$ cat src/rtl/gpio_breakout_pkg.sv
// ----------------------------------------------------------------------------
// gpio_breakout_pkg
//   Shared constants, types and helpers for the conditioned GPIO breakout.
//   MAX_GPIO_WIDTH  : largest channel count the breakout generates
//   MIN_SYNC_STAGES : smallest synchroniser depth that is still metastability-safe
//   flags_t         : per-channel sticky edge flag pair
//   clog2_cnt()     : width of a debounce counter that must reach DEBOUNCE_CYCLES
// ----------------------------------------------------------------------------
package gpio_breakout_pkg;

    localparam int MAX_GPIO_WIDTH  = 32;
    localparam int MIN_SYNC_STAGES = 2;

    typedef struct packed {
        logic rise;
        logic fall;
    } flags_t;

    // Counter width for a debounce of 'cycles' cycles; never narrower than 1 bit
    // so that the degenerate cases still produce a legal vector.
    function automatic int clog2_cnt(input int cycles);
        return (cycles < 1) ? 1 : $clog2(cycles + 1);
    endfunction

endpackage

$ cat src/rtl/gpio_in_cond.sv
// ----------------------------------------------------------------------------
// gpio_in_cond
//   One input-conditioning channel: SYNC_STAGES-deep synchroniser, debounce
//   filter and sticky rise/fall event flags.
// Ports
//   clk       in  : single clock
//   rstn      in  : synchronous reset, active-low
//   arm       in  : 0 = follow the synchronised pin directly, raise no events
//   s_i       in  : raw asynchronous pin level
//   flag_clr  in  : 1-cycle pulse clearing both flags (a same-cycle set wins)
//   m_i       out : conditioned (synchronised + debounced) level
//   rise_flag out : sticky, accepted 0->1 transition seen
//   fall_flag out : sticky, accepted 1->0 transition seen
// ----------------------------------------------------------------------------
module gpio_in_cond
    import gpio_breakout_pkg::*;
#(
    parameter int SYNC_STAGES     = 2,
    parameter int DEBOUNCE_CYCLES = 4
) (
    input  logic clk,
    input  logic rstn,
    input  logic arm,
    input  logic s_i,
    input  logic flag_clr,
    output logic m_i,
    output logic rise_flag,
    output logic fall_flag
);

    (* ASYNC_REG = "TRUE" *) logic [SYNC_STAGES-1:0] sync_q;
    logic   syn;
    logic   accept;
    logic   db_q, db_d;
    flags_t flags_q, flags_d;

    // NOTE: sequential state uses non-blocking assignments so every flop samples
    // the pre-edge value of its neighbours, independent of block ordering.
    always_ff @(posedge clk) begin
        if (!rstn) begin
            sync_q <= '0;
        end else begin
            sync_q <= {sync_q[SYNC_STAGES-2:0], s_i};
        end
    end

    assign syn = sync_q[SYNC_STAGES-1];

    generate
        if (DEBOUNCE_CYCLES == 0) begin : g_no_db
            // Every armed change of the synchronised level is accepted at once.
            always_comb begin
                accept = arm && (syn != db_q);
            end
        end else begin : g_db
            localparam int CNT_W = clog2_cnt(DEBOUNCE_CYCLES);
            localparam logic [CNT_W-1:0] CNT_LAST = CNT_W'(DEBOUNCE_CYCLES - 1);

            logic [CNT_W-1:0] cnt_q, cnt_d;

            // NOTE: every combinational output gets a default first, so no path
            // leaves it unassigned and no latch is inferred.
            always_comb begin
                cnt_d  = '0;
                accept = 1'b0;
                // The counter only runs while the new level persists; any return
                // to the accepted level (or disarming) restarts it from zero.
                if (arm && (syn != db_q)) begin
                    if (cnt_q == CNT_LAST) begin
                        accept = 1'b1;
                    end else begin
                        cnt_d = cnt_q + 1'b1;
                    end
                end
            end

            always_ff @(posedge clk) begin
                if (!rstn) begin
                    cnt_q <= '0;
                end else begin
                    cnt_q <= cnt_d;
                end
            end
        end
    endgenerate

    always_comb begin
        // Unarmed: track the pin silently so static levels at reset are absorbed.
        db_d = (!arm || accept) ? syn : db_q;

        // Set is applied after clear so a same-cycle event is never lost.
        flags_d = flags_q;
        if (flag_clr) begin
            flags_d = '0;
        end
        if (accept && syn) begin
            flags_d.rise = 1'b1;
        end
        if (accept && !syn) begin
            flags_d.fall = 1'b1;
        end
    end

    always_ff @(posedge clk) begin
        if (!rstn) begin
            db_q    <= 1'b0;
            flags_q <= '0;
        end else begin
            db_q    <= db_d;
            flags_q <= flags_d;
        end
    end

    assign m_i       = db_q;
    assign rise_flag = flags_q.rise;
    assign fall_flag = flags_q.fall;

endmodule

$ cat src/rtl/gpio_breakout_cond.sv
// ----------------------------------------------------------------------------
// gpio_breakout_cond
//   GPIO breakout between an AXI/PS GPIO master and per-pin IOBUFs, with
//   conditioned inputs, sticky edge flags and a maskable level interrupt.
// Ports
//   clk, rstn          : clock, synchronous active-low reset
//   m_t, m_o      in   : master tristate (1 = Hi-Z) and output data
//   m_i           out  : conditioned input level back to the master
//   s_t, s_o      out  : per-pin IOBUF T / I (registered when REG_OUT=1)
//   s_i           in   : raw asynchronous pin level from IOBUF O
//   rise_en/fall_en in : interrupt enables per flag
//   flag_clr      in   : 1-cycle pulse clearing both flags of a bit
//   rise_flag/fall_flag out : sticky accepted-edge flags
//   irq           out  : OR of enabled flags, combinational
// ----------------------------------------------------------------------------
module gpio_breakout_cond
    import gpio_breakout_pkg::*;
#(
    parameter int GPIO_WIDTH      = 16,
    parameter int SYNC_STAGES     = 2,
    parameter int DEBOUNCE_CYCLES = 4,
    parameter int REG_OUT         = 0
) (
    input  logic                  clk,
    input  logic                  rstn,
    input  logic [GPIO_WIDTH-1:0] m_t,
    input  logic [GPIO_WIDTH-1:0] m_o,
    output logic [GPIO_WIDTH-1:0] m_i,
    output logic [GPIO_WIDTH-1:0] s_t,
    output logic [GPIO_WIDTH-1:0] s_o,
    input  logic [GPIO_WIDTH-1:0] s_i,
    input  logic [GPIO_WIDTH-1:0] rise_en,
    input  logic [GPIO_WIDTH-1:0] fall_en,
    input  logic [GPIO_WIDTH-1:0] flag_clr,
    output logic [GPIO_WIDTH-1:0] rise_flag,
    output logic [GPIO_WIDTH-1:0] fall_flag,
    output logic                  irq
);

    // Out-of-range parameters are clamped rather than producing broken logic.
    localparam int SYNC_N   = (SYNC_STAGES < MIN_SYNC_STAGES) ? MIN_SYNC_STAGES : SYNC_STAGES;
    localparam int CH_N     = (GPIO_WIDTH > MAX_GPIO_WIDTH) ? MAX_GPIO_WIDTH : GPIO_WIDTH;
    localparam int ARM_LAST = SYNC_N + 1;
    localparam int ARM_W    = $clog2(ARM_LAST + 1);

    // Arming: the first SYNC_N+1 cycles after reset release flush the
    // synchronisers; only then are level changes treated as events.
    logic [ARM_W-1:0] arm_cnt_q, arm_cnt_d;
    logic             armed;

    assign armed     = (arm_cnt_q == ARM_W'(ARM_LAST));
    assign arm_cnt_d = armed ? arm_cnt_q : arm_cnt_q + 1'b1;

    always_ff @(posedge clk) begin
        if (!rstn) begin
            arm_cnt_q <= '0;
        end else begin
            arm_cnt_q <= arm_cnt_d;
        end
    end

    generate
        for (genvar k = 0; k < CH_N; k++) begin : g_ch
            gpio_in_cond #(
                .SYNC_STAGES    (SYNC_N),
                .DEBOUNCE_CYCLES(DEBOUNCE_CYCLES)
            ) u_in_cond (
                .clk      (clk),
                .rstn     (rstn),
                .arm      (armed),
                .s_i      (s_i[k]),
                .flag_clr (flag_clr[k]),
                .m_i      (m_i[k]),
                .rise_flag(rise_flag[k]),
                .fall_flag(fall_flag[k])
            );
        end

        if (GPIO_WIDTH > CH_N) begin : g_unused_ch
            assign m_i[GPIO_WIDTH-1:CH_N]       = '0;
            assign rise_flag[GPIO_WIDTH-1:CH_N] = '0;
            assign fall_flag[GPIO_WIDTH-1:CH_N] = '0;
        end

        if (REG_OUT != 0) begin : g_reg_out
            logic [GPIO_WIDTH-1:0] s_t_q, s_o_q;

            // Reset leaves every pin as a Hi-Z input until the master drives.
            always_ff @(posedge clk) begin
                if (!rstn) begin
                    s_t_q <= '1;
                    s_o_q <= '0;
                end else begin
                    s_t_q <= m_t;
                    s_o_q <= m_o;
                end
            end

            assign s_t = s_t_q;
            assign s_o = s_o_q;
        end else begin : g_comb_out
            assign s_t = m_t;
            assign s_o = m_o;
        end
    endgenerate

    assign irq = |((rise_flag & rise_en) | (fall_flag & fall_en));

endmodule

$ cat config.mk
export PLATFORM = sky130hd
export DESIGN_NAME = gpio_breakout_cond
export DESIGN_NICKNAME = d
export VERILOG_FILES = /design/src/rtl/gpio_breakout_pkg.sv /design/src/rtl/gpio_in_cond.sv /design/src/rtl/gpio_breakout_cond.sv
export SDC_FILE = /design/constraint.sdc
export NUM_CORES = 1
export LEC_CHECK = 0
export CAP_MARGIN = 20
export CORE_MARGIN = 5
export CORE_UTILIZATION = 27
export DETAILED_ROUTE_END_ITERATION = 7
export PLACE_DENSITY = 0.53
export SYNTH_ARGS = -nofsm -noshare
export SYNTH_HDL_FRONTEND = slang
export SYNTH_SLANG_ARGS = --single-unit
$ cat constraint.sdc
create_clock -name clk -period 1.4 [get_ports clk]
set_clock_uncertainty 0.05 [all_clocks]
set_input_delay 0.21 -clock clk [delete_from_list [all_inputs] [get_ports clk]]
set_output_delay 0.21 -clock clk [all_outputs]
set_load 0.02 [all_outputs]
# [After elaboration in Yosys (flattened, before gate mapping)]
# Index checks and enable logic that the tools add are counted.
[word_totals] wordCells=361 reg_bits=130 output_inout_bits=81 in_bits=98
[op_classes] n_reduce_logical=130 eq_ne=33 muxes=80 add_sub_neg=17 n_bitwise=20
[ops] op="$mux W1" n=64
[ops] op="$reduce_bool A2 Y1" n=32
[ops] op="$add A3 B1 Y3 const B" n=16
[ops] op="$eq A3 B2 Y1 const B" n=16
[ops] op="$logic_and A1 B1 Y1" n=48
[ops] op="$reduce_or A3 Y1" n=16
[ops] op="$and A16 B16 Y16" n=2
[ops] op="$mux W2" n=16
[ops] op="$logic_not A1 Y1" n=17
[ops] op="$not A1 Y1" n=17
[ops] op="$logic_or A1 B1 Y1" n=16
[ops] op="$ne A1 B1 Y1" n=16
[ops] op="$or A16 B16 Y16" n=1
[ops] op="$reduce_or A16 Y1" n=1
[ops] op="$add A2 B1 Y2 const B" n=1
[ops] op="$eq A2 B2 Y1 const B" n=1

# [Longest topological paths before layout]
# Gate-level depths: netlist of run 1.
[depth] depth_word=5 mapped_depth=5

# [Hierarchy]
# A second synthesis of run 1 with hierarchy kept.
[hier_totals] hier_cells=508 hier_area_um2=5286.3
[by_module_without_submodules] module="gpio_in_cond" area_each_um2=300.3 cells_each=28 seq_area_each_um2=160.2 n_inst=16
[by_module_without_submodules] module="gpio_breakout_cond" area_each_um2=481.7 cells_each=60 seq_area_each_um2=40.0 n_inst=1

# [Worst setup path after synthesis of run 1]
# OpenSTA, ideal clock, no wires.
[synth_path] kind="register to output" startpoint="register g_ch[6].u_in_cond.flags_q (netlist bit g_ch[6].u_in_cond.rise_flag)" endpoint="output port irq" slack_ps=-45 required_ps=1140 stages_incl_launch_ff=4 arrival_time_ps=1185 path_buffers=0 cell_sequence="dfxtp_1 a22oi_1 nand4_1 or4_1"
[synth_via] elab_chain_len=3
[synth_rtl] item="start, declared" line="gpio_in_cond.sv:35" rtl="flags_t flags_q, flags_d;"
[synth_rtl] item="start signal, assigned" line="gpio_in_cond.sv:110" rtl="flags_q <= flags_d;"
[synth_rtl] item="$and A16 B16 Y16" line="gpio_breakout_cond.sv:107" rtl="assign irq = |((rise_flag & rise_en) | (fall_flag & fall_en));"
[synth_rtl] item="$or A16 B16 Y16" line="gpio_breakout_cond.sv:107"
[synth_rtl] item="$reduce_or A16 Y1" line="gpio_breakout_cond.sv:107"
[synth_rtl] item="end, declared" line="gpio_breakout_cond.sv:37" rtl="output logic irq"
# No other way between the ends.

# [Final worst setup path of run 1]
[layout_path] startpoint="register g_ch[2].u_in_cond.flags_q (netlist bit g_ch[2].u_in_cond.fall_flag)" endpoint="output port irq"
[layout_via] elab_chain_len=3
[layout_rtl] item="start, declared" line="gpio_in_cond.sv:35"
[layout_rtl] item="start signal, assigned" line="gpio_in_cond.sv:110"
[layout_rtl] item="$and A16 B16 Y16" line="gpio_breakout_cond.sv:107"
[layout_rtl] item="$or A16 B16 Y16" line="gpio_breakout_cond.sv:107"
[layout_rtl] item="$reduce_or A16 Y1" line="gpio_breakout_cond.sv:107"
# No other way between the ends.

==> out/metrics.yaml, run 1 <==
outcome: "complete, but fails checks"
violations: "negative setup slack"
hold_path.class: "in -> reg"
yosys_warnings: 0
synthFlopType: "dfxtp_1"
diodes: 0
placed_area_um2: 6974
ys_types: 22
nets: 792
synth_seq_area_share: 0.4520
rows: 53
cp-start-kind: "flop"
fin_crit_sh: 1.505
dpl.hpwl_um: 9969
cts_tree: "done"
die_area_um2: 24350
synth-edff-count: 0
fin_ws_ps: -707.6
place_congestion: 0.7341
seqCellArea_um2: 2628
routed_wl_um: 13480
cts-root-buf: "clkbuf_16"
clock_path_buffers: 2
drc: 0
power.density_nw_per_um2: 1238
critPathCaptureType: "primary output"
finalSetupViolCount: 1
path_buf_inv: 2
netlist_instances: 572
post-synth-top-area-cell: "dfxtp_1"
clock_latency_ps: 410
dr.pass1.iters: 4
critical_path.max_stage_delay_ps: 540
synth_nets: 703
totalNegativeSetupSlack_ps: -707.6
pwr-share-comb: 0.068
crit_family: "simple AND/OR/NAND/NOR gates"
async_flop_share: 0
power_leakage_nw: 3.047
synth_area_um2: 5758
yosysMostFrequentCell: "dfxtp_1"
postCtsHoldBufs: 0
grt_pass1_vias: 4108
ir_drop_uv: 764.9
vias_per_cell: 4.199
track_usage: 0.1091
pwr-share-seq: 0.402
syn_to_final_growth_pct: 34.33
io_pins: 179
antenna_found_initial: 0
synth.top_cells.by_area: "dfxtp_1 45%, buf_4 11%, ha_1 7.2%"
required_ps: 1140
hold_violations: 0
multi_input_area_um2: 2554
clockPowerShare: 0.531
p_int_w: 0.007609
path_class: "reg -> out"
fill_cells: 2123
postSynthAreaPerCell_um2: 10.07
portBuffers: 114
cts_buffers: 17
initial_core_util: 0.2739
grt_max_degree: 43
num_vias: 3985
ys_ff_latch: 130
maxCapViolations: 0
final-max-slew-violation-count: 0
drive_gt1_frac: 0.3160
fp.dieH_um: 156.0
die_x_um: 156.0
gr-total-overflow: 0
grt_first_pass_wirelength_um: 20560
worst_pin_slew_ps: 284.3
synth_top_area_frac: 0.4520
worst_path_max_delay_cell: "or4_4"
relSlewSlack: 0.8105
max_freq_mhz: 474.5
drtIter0Drc: 83
rsz0062_at_grt: "yes"
cp_max_fo: 2
stdcell_area_um2: 7735
path_cells: "a22oi_2 > buf_4 > nand4_1 > or4_4 > buf_6"
switching_share: 0.2051
htree_levels: 4
wire_per_inst_um: 14.21
worstPathArrival_ps: 1850
netSwitchingPower_w: 0.001964
clock-sinks: 130
coreArea_um2: 21020
final.min_clock_period_ps: 2108
clk_pin_slew_ps: 60
ys_top_cells_by_count: "130 x dfxtp_1, 83 x buf_4, 48 x nand2b_1"
final_antenna_net_count: 0
state kept, by name (all words and copies together) (netlist names):
signal	count
g_ch.u_in_cond.g_db.cnt_q	48
g_ch.u_in_cond.m_i	16
g_ch.u_in_cond.rise_flag	16
g_ch.u_in_cond.fall_flag	16
g_ch.u_in_cond.sync_q	32
arm_cnt_q	2
cell families (layout without fill, tap and decap cells):
group,count (synthesis),in the layout,synth area share
multiplexers,17,17,0.02955
flip-flops,130,130,0.4520
AND/OR/NAND/NOR,200,200,0.2197
AO/OA/AOI/OAI,48,48,0.06258
buffers and inverters,127,229,0.1386
adder cells (fa/ha/maj),33,33,0.07171
XOR/XNOR,17,17,0.02586
power by group through the flow:
stage	Clock [W]	Combinational (W)	Sequential (W)
detailed placement	0	0.000633	0.00391
floorplan	0	0.000468	0.00390
global route	0.00541	0.000710	0.00385
CTS	0.00523	0.000639	0.00384
finish	0.00508	0.000648	0.00385
global placement	0	0.000620	0.00391
layer usage:
metal,up-vias,part of all wire,GRT usage
met5,-,0,0
met4,0,0.019,0.04460
met3,25,0.050,0.03412
met2,75,0.51,0.1917
met1,1892,0.42,0.1224
li1,1993,-,-
worst paths after layout:
check                                                           startpoint                                          to  slack [ps]  cells past startpoint
worst max register to register                   arm_cnt_q[1]$_SDFFE_PN0P_  g_ch[8].u_in_cond.g_db.cnt_q[0]$_SDFF_PP0_           0                      5
worst min-delay path                                                  rstn         g_ch[13].u_in_cond.m_i$_SDFFE_PN0P_         290                      3
worst min register to register  g_ch[3].u_in_cond.g_db.cnt_q[0]$_SDFF_PP0_  g_ch[3].u_in_cond.g_db.cnt_q[0]$_SDFF_PP0_         370                      1
worst max-delay path              g_ch[2].u_in_cond.fall_flag$_SDFFE_PN0P_                                         irq        -710                      5
layout by cell type, fill, tap and decap left out, drive strengths merged:
| master | Yosys | layout |
|---|---|---|
| nand2b | 48 | 48 |
| nor2 | 48 | 48 |
| buf | 86 | 84 |
| bufinv | 0 | 6 |
| clkinv | 0 | 3 |
| a22oi | 16 | 16 |
| dfxtp | 130 | 130 |
| dlygate4sd2 | 0 | 3 |
| inv | 32 | 33 |
| mux2i | 17 | 17 |
| nand4b | 32 | 32 |
| ha | 33 | 33 |
| and2 | 33 | 33 |
| clkdlybuf4s15 | 0 | 12 |
| or4 | 1 | 1 |
| nand4 | 4 | 4 |
| xnor2 | 17 | 17 |
| or3 | 16 | 16 |
| clkbuf | 9 | 21 |
| a21boi | 32 | 32 |
| clkinvlp | 0 | 3 |
| clkdlybuf4s50 | 0 | 64 |
| nor2b | 17 | 17 |
| nand2 | 1 | 1 |
worst min-delay path, stage by stage:
cell and delay (ps):
buf_2 140, buf_4 210, nor2b_1 140
area by class of cell:
cell class / instances / share of cell area
Clock inverter: 13 / 0.02976
Sequential cell: 130 / 0.3397
Inverter: 32 / 0.01553
Tap cell: 275 / 0.04448
Multi-Input combinational cell: 315 / 0.3302
Timing Repair Buffer: 165 / 0.1818
Clock buffer: 19 / 0.05856
timing repair:
action / 4_1_cts / 5_1_grt
pin swaps: 4 / 5
buffers inserted: 0 / 0
gates cloned: 0 / 1
gates resized for setup: 178 / 72
endpoints found under the setup margin: 97 / 63
metrics by stage:
stage               power (W)  cells  utilization  hold slack [ps]  setup slack [ps]
global route         0.009970    949       0.3680            293.8            -796.0
detailed placement   0.004547    917       0.3318            363.5             -1124
CTS                  0.009715    948       0.3634            255.3            -759.9
global placement     0.004529    917       0.3318            352.1             -1125
floorplan            0.004371    572            -            287.3             5.656
finish               0.009572    949       0.3680            288.7            -707.6
No activity file was read; power rests on OpenSTA's default activity.
==> inputs of run 2 (changes only) <==
- clock period: 1.4 -> 1.85 ns (I/O delays scaled with it)
==> run 2 against run 1 <==
  * Final area decreased by 2.8%
  * Core utilization decreased by 1.0 points
  * Combinational power decreased by 31%
  * Clock power decreased by 37%
  * Largest power group unchanged
  * Flip-flop and latch count unchanged
  * The flow still finishes with violations (negative setup slack)
  * Die area unchanged
==> out/metrics.yaml, run 2 (same netlist as run 1, synthesis figures left out) <==
outcome: "complete, but fails checks"
violations: "negative setup slack"
portBuffers: 114
final-max-slew-violation-count: 0
track_usage: 0.1098
antenna_found_initial: 0
stdcell_count: 939
path_class: "reg -> out"
power.density_nw_per_um2: 872.7
hold_violations: 0
mostFrequentLayoutCell: "dfxtp_1"
gr-total-overflow: 0
cts_setup_buffers: 0
cts_buffers: 17
rrSetupSlack_ps: 210
post-route-util: 0.3575
nets: 783
vias_per_cell: 4.135
hold_start: "rstn"
num_vias: 3883
dr.pass1.iters: 5
drtIter0Drc: 88
cts_tree: "done"
hold_path.class: "in -> reg"
clk_pin_slew_ps: 60
finalSetupViolCount: 1
critPathCaptureType: "primary output"
clock-sinks: 130
hold_depth: 3
worstPathArrival_ps: 1850
dpl.hpwl_um: 9823
final_cell_mix: "126 x dfxtp_1, 84 x clkdlybuf4s50_1, 48 x nand2b_1, 45 x nor2_1, 41 x buf_4"
place_congestion: 0.7335
required_ps: 1520
ir_drop_uv: 556.1
drc: 0
dp.cells: 908
grt_first_pass_wirelength_um: 20640
grt_pass1_vias: 4105
postCtsHoldBufs: 0
final_antenna_net_count: 0
rsz0062_at_grt: "yes"
largest_reg_flops: 48
cp_max_fo: 2
cts-root-buf: "clkbuf_16"
pre_cts_ws_ps: -806.7
top_regs: "g_ch.u_in_cond.g_db.cnt_q x48, g_ch.u_in_cond.sync_q x32"
initial_core_util: 0.2739
final.min_clock_period_ps: 2177
worst_pin_slew_ps: 489.5
io_pins: 179
fill_cells: 2105
worstReg2RegStart: "arm_cnt_q[0]$_SDFFE_PN0P_"
rows: 53
relSlewSlack: 0.6725
htree_levels: 4
power_leakage_nw: 3.131
clock_latency_ps: 410
wire_per_inst_um: 13.76
r2r_cells: 4
whs_endpoint: "g_ch[14].u_in_cond.rise_flag$_SDFFE_PN0P_"
routed_wl_um: 12920
die_x_um: 156.0
grt_max_degree: 83
fin_crit_sh: 1.177
syn_to_final_growth_pct: 30.51
die_area_um2: 24350
fin_ws_ps: -327.2
cp-start-kind: "flop"
max_freq_mhz: 459.3
maxCapViolations: 0
fp.dieH_um: 156.0
drive_gt1_frac: 0.1476
diodes: 0
clock_path_buffers: 2
regMostFlops: "g_ch.u_in_cond.g_db.cnt_q"
coreArea_um2: 21020
r2r-end: "g_ch[8].u_in_cond.g_db.cnt_q[2]$_SDFF_PP0_"
run 2: cell count changes in the layout (fill, tap and decap cells not counted), moves of 13 or more:
cell,delta
nor2_2,-26
buf_2,-32
ha_1,+14
dlymetal6s2s_1,+13
clkdlybuf4s50_1,+20
nor2_1,+28
ha_2,-13
run 2: where the power goes:
part / switching [W] / internal (W)
registers: 0.0000436 / 0.00286
clock network: 0.00123 / 0.00198
logic: 0.000181 / 0.000268
total: 0.00145 / 0.00511
run 2: metrics by stage:
step / total power, W / hold slack, ps / instance area [µm²] / setup TNS, ps
finish: 0.006558 / 355.8 / 7515 / -327.2
global route: 0.006855 / 369.2 / 7515 / -393.6
CTS: 0.006699 / 346.2 / 7471 / -368.9
detailed placement: 0.003421 / 361.8 / 6890 / -806.7
global placement: 0.003408 / 352.0 / 6890 / -876.7
floorplan: 0.003308 / 346.0 / 5758 / 0
run 2: worst max-delay path by stage:
| stage | start | end | slack (ps) | depth (start not counted) |
|---|---|---|---|---|
| 6_report | g_ch[1].u_in_cond.rise_flag$_SDFFE_PN0P_ | irq | -330 | 5 |
| 5_1_grt | g_ch[6].u_in_cond.rise_flag$_SDFFE_PN0P_ | irq | -390 | 5 |
| 4_1_cts | g_ch[1].u_in_cond.rise_flag$_SDFFE_PN0P_ | irq | -370 | 5 |
| 3_5_place_dp | fall_en[6] | irq | -810 | 5 |
| 3_3_place_gp | fall_en[6] | irq | -880 | 5 |
| 2_1_floorplan | g_ch[6].u_in_cond.rise_flag$_SDFFE_PN0P_ | irq | 340 | 3 |
run 2: timing repair:
| action | in CTS | in global routing |
|---|---|---|
| pin swaps | 2 | 0 |
| setup endpoints to repair | 14 | 14 |
| gates resized for setup | 29 | 17 |
run 2: area by class of cell:
class                   count  area [µm²]  share of cell area
well taps                 275       344.1             0.04579
multi-input cells         315        2394              0.3185
clock inverters            12       137.6             0.01832
flip-flops and latches    130        2608              0.3470
repair buffers            156        1479              0.1968
inverters                  32       120.1             0.01598
clock buffers              19       432.9             0.05761
run 2: routing by layer:
metal	track usage	part of all wire
met1	0.1247	0.43
met2	0.1891	0.50
met3	0.03218	0.050
met4	0.05211	0.022
met5	0	0
run 2: worst max-delay path: stages, from the launching register on:
cell	delay, ps
dfxtp_2	330
a22oi_2	180
buf_4	140
nand4_1	90
or4_4	550
buf_6	150
==> inputs of run 3 (changes only) <==
- PLACE_DENSITY: 0.53 -> not set
- PLACE_DENSITY_LB_ADDON: not set -> 0.08
==> run 3 against run 2 <==
  * The run still ends with negative setup slack left
  * Hold slack improved by 8.9 ps
  * Flip-flop and latch count did not move
  * Combinational power fell by 2%
  * Sequential power barely moved
  * Clock power rose by 2%
  * Die area did not move
  * Via count fell by 0.98%
  * Critical path type is now in -> out
==> out/metrics.yaml, run 3 (same netlist as run 1, synthesis figures left out) <==
coreArea_um2: 21020
path_class: "in -> out"
cts-root-buf: "clkbuf_16"
final_antenna_net_count: 0
fin_ws_ps: -298.9
grt_first_pass_wirelength_um: 20990
track_usage: 0.1121
regMostFlops: "g_ch.u_in_cond.g_db.cnt_q"
portBuffers: 114
cts_buffers: 17
violations: "negative setup slack"
grt_pass1_vias: 4151
top_regs: "g_ch.u_in_cond.g_db.cnt_q x48, g_ch.u_in_cond.sync_q x32"
power_leakage_nw: 3.169
antenna_found_initial: 0
die_area_um2: 24350
clock_latency_ps: 410
hold_start: "g_ch[0].u_in_cond.g_db.cnt_q[0]$_SDFF_PP0_"
worst_pin_slew_ps: 451.6
required_ps: 1520
fill_cells: 2101
diodes: 0
cp-start-kind: "input port"
worstPathArrival_ps: 1820
hold_violations: 0
ir_drop_uv: 615.6
dpl.hpwl_um: 9947
post-route-util: 0.3580
power.density_nw_per_um2: 881.7
final_cell_mix: "126 x dfxtp_1, 86 x clkdlybuf4s50_1, 48 x nand2b_1, 45 x nor2_1, 39 x buf_4"
syn_to_final_growth_pct: 30.68
pre_cts_ws_ps: -808.6
routed_wl_um: 13350
cts_setup_buffers: 0
cp_max_fo: 1
io_pins: 179
outcome: "complete, but fails checks"
stdcell_area_um2: 7525
nets: 781
final.min_clock_period_ps: 2149
die_x_um: 156.0
fin_crit_sh: 1.162
finalSetupViolCount: 1
vias_per_cell: 4.108
stdcell_count: 936
total_power_w: 0.006635
place_congestion: 0.7019
grt_max_degree: 83
clk_pin_slew_ps: 50
wire_per_inst_um: 14.27
startpoint: "rise_en[5]"
drive_gt1_frac: 0.1437
rsz0062_at_grt: "yes"
mostFrequentLayoutCell: "dfxtp_1"
initial_core_util: 0.2739
rows: 53
worstReg2RegStart: "arm_cnt_q[0]$_SDFFE_PN0P_"
placed_area_um2: 6883
cts_tree: "done"
critPathCaptureType: "primary output"
gr-total-overflow: 0
max_freq_mhz: 465.4
clock-sinks: 130
relSlewSlack: 0.6979
hold_path.class: "reg -> reg"
drc: 0
clock_path_buffers: 2
dr.pass1.iters: 4
htree_levels: 4
dp.cells: 907
fp.dieH_um: 156.0
postCtsHoldBufs: 0
num_vias: 3845
final-max-slew-violation-count: 0
maxCapViolations: 0
drtIter0Drc: 90
largest_reg_flops: 48
run 3: area by class of cell:
class | instances | area (µm²) | area share
sequential | 130 | 2608 | 0.3465
multi-input combinational | 315 | 2399 | 0.3188
timing repair buffer | 154 | 1474 | 0.1959
clock buffer | 25 | 505.5 | 0.06718
tap | 275 | 344.1 | 0.04573
inverter | 32 | 120.1 | 0.01596
clock inverter | 5 | 75.07 | 0.009977
run 3: final timing paths:
path         cells past startpoint                                         end  slack, ps
max reg2reg                      4  g_ch[2].u_in_cond.g_db.cnt_q[0]$_SDFF_PP0_        290
min                              1  g_ch[0].u_in_cond.g_db.cnt_q[0]$_SDFF_PP0_        360
max                              6                                         irq       -300
min reg2reg                      1  g_ch[0].u_in_cond.g_db.cnt_q[0]$_SDFF_PP0_        360
run 3: stage by stage:
step | TNS [ps] | hold WS (ps)
3_5_place_dp | -808.6 | 362.3
2_1_floorplan | 0 | 346.0
5_1_grt | -375.4 | 380.1
3_3_place_gp | -842.6 | 353.0
6_report | -298.9 | 364.8
4_1_cts | -341.0 | 365.9
run 3: timing repair:
action	in CTS	in global routing
pin swaps	4	0
endpoints found under the setup margin	12	16
gates resized for setup	27	18
run 3: power breakdown:
group	total, W	internal [W]	switching [W]
logic	0.000442	0.000264	0.000178
clock network	0.00329	0.00214	0.00115
registers	0.00291	0.00286	0.0000433
run 3: critical path: stages:
cell,delay [ps]
clkdlybuf4s50_1,420
a22oi_2,200
buf_4,140
nand4_1,100
or4_4,530
buf_6,150
run 3: per-layer routing:
| layer | part of all wire | wire [µm] | global-route usage |
|---|---|---|---|
| met3 | 0.048 | 647 | 0.03689 |
| met2 | 0.50 | 6637 | 0.1932 |
| met4 | 0.015 | 203 | 0.04210 |
| met5 | 0 | 0 | 0 |
| met1 | 0.44 | 5865 | 0.1291 |
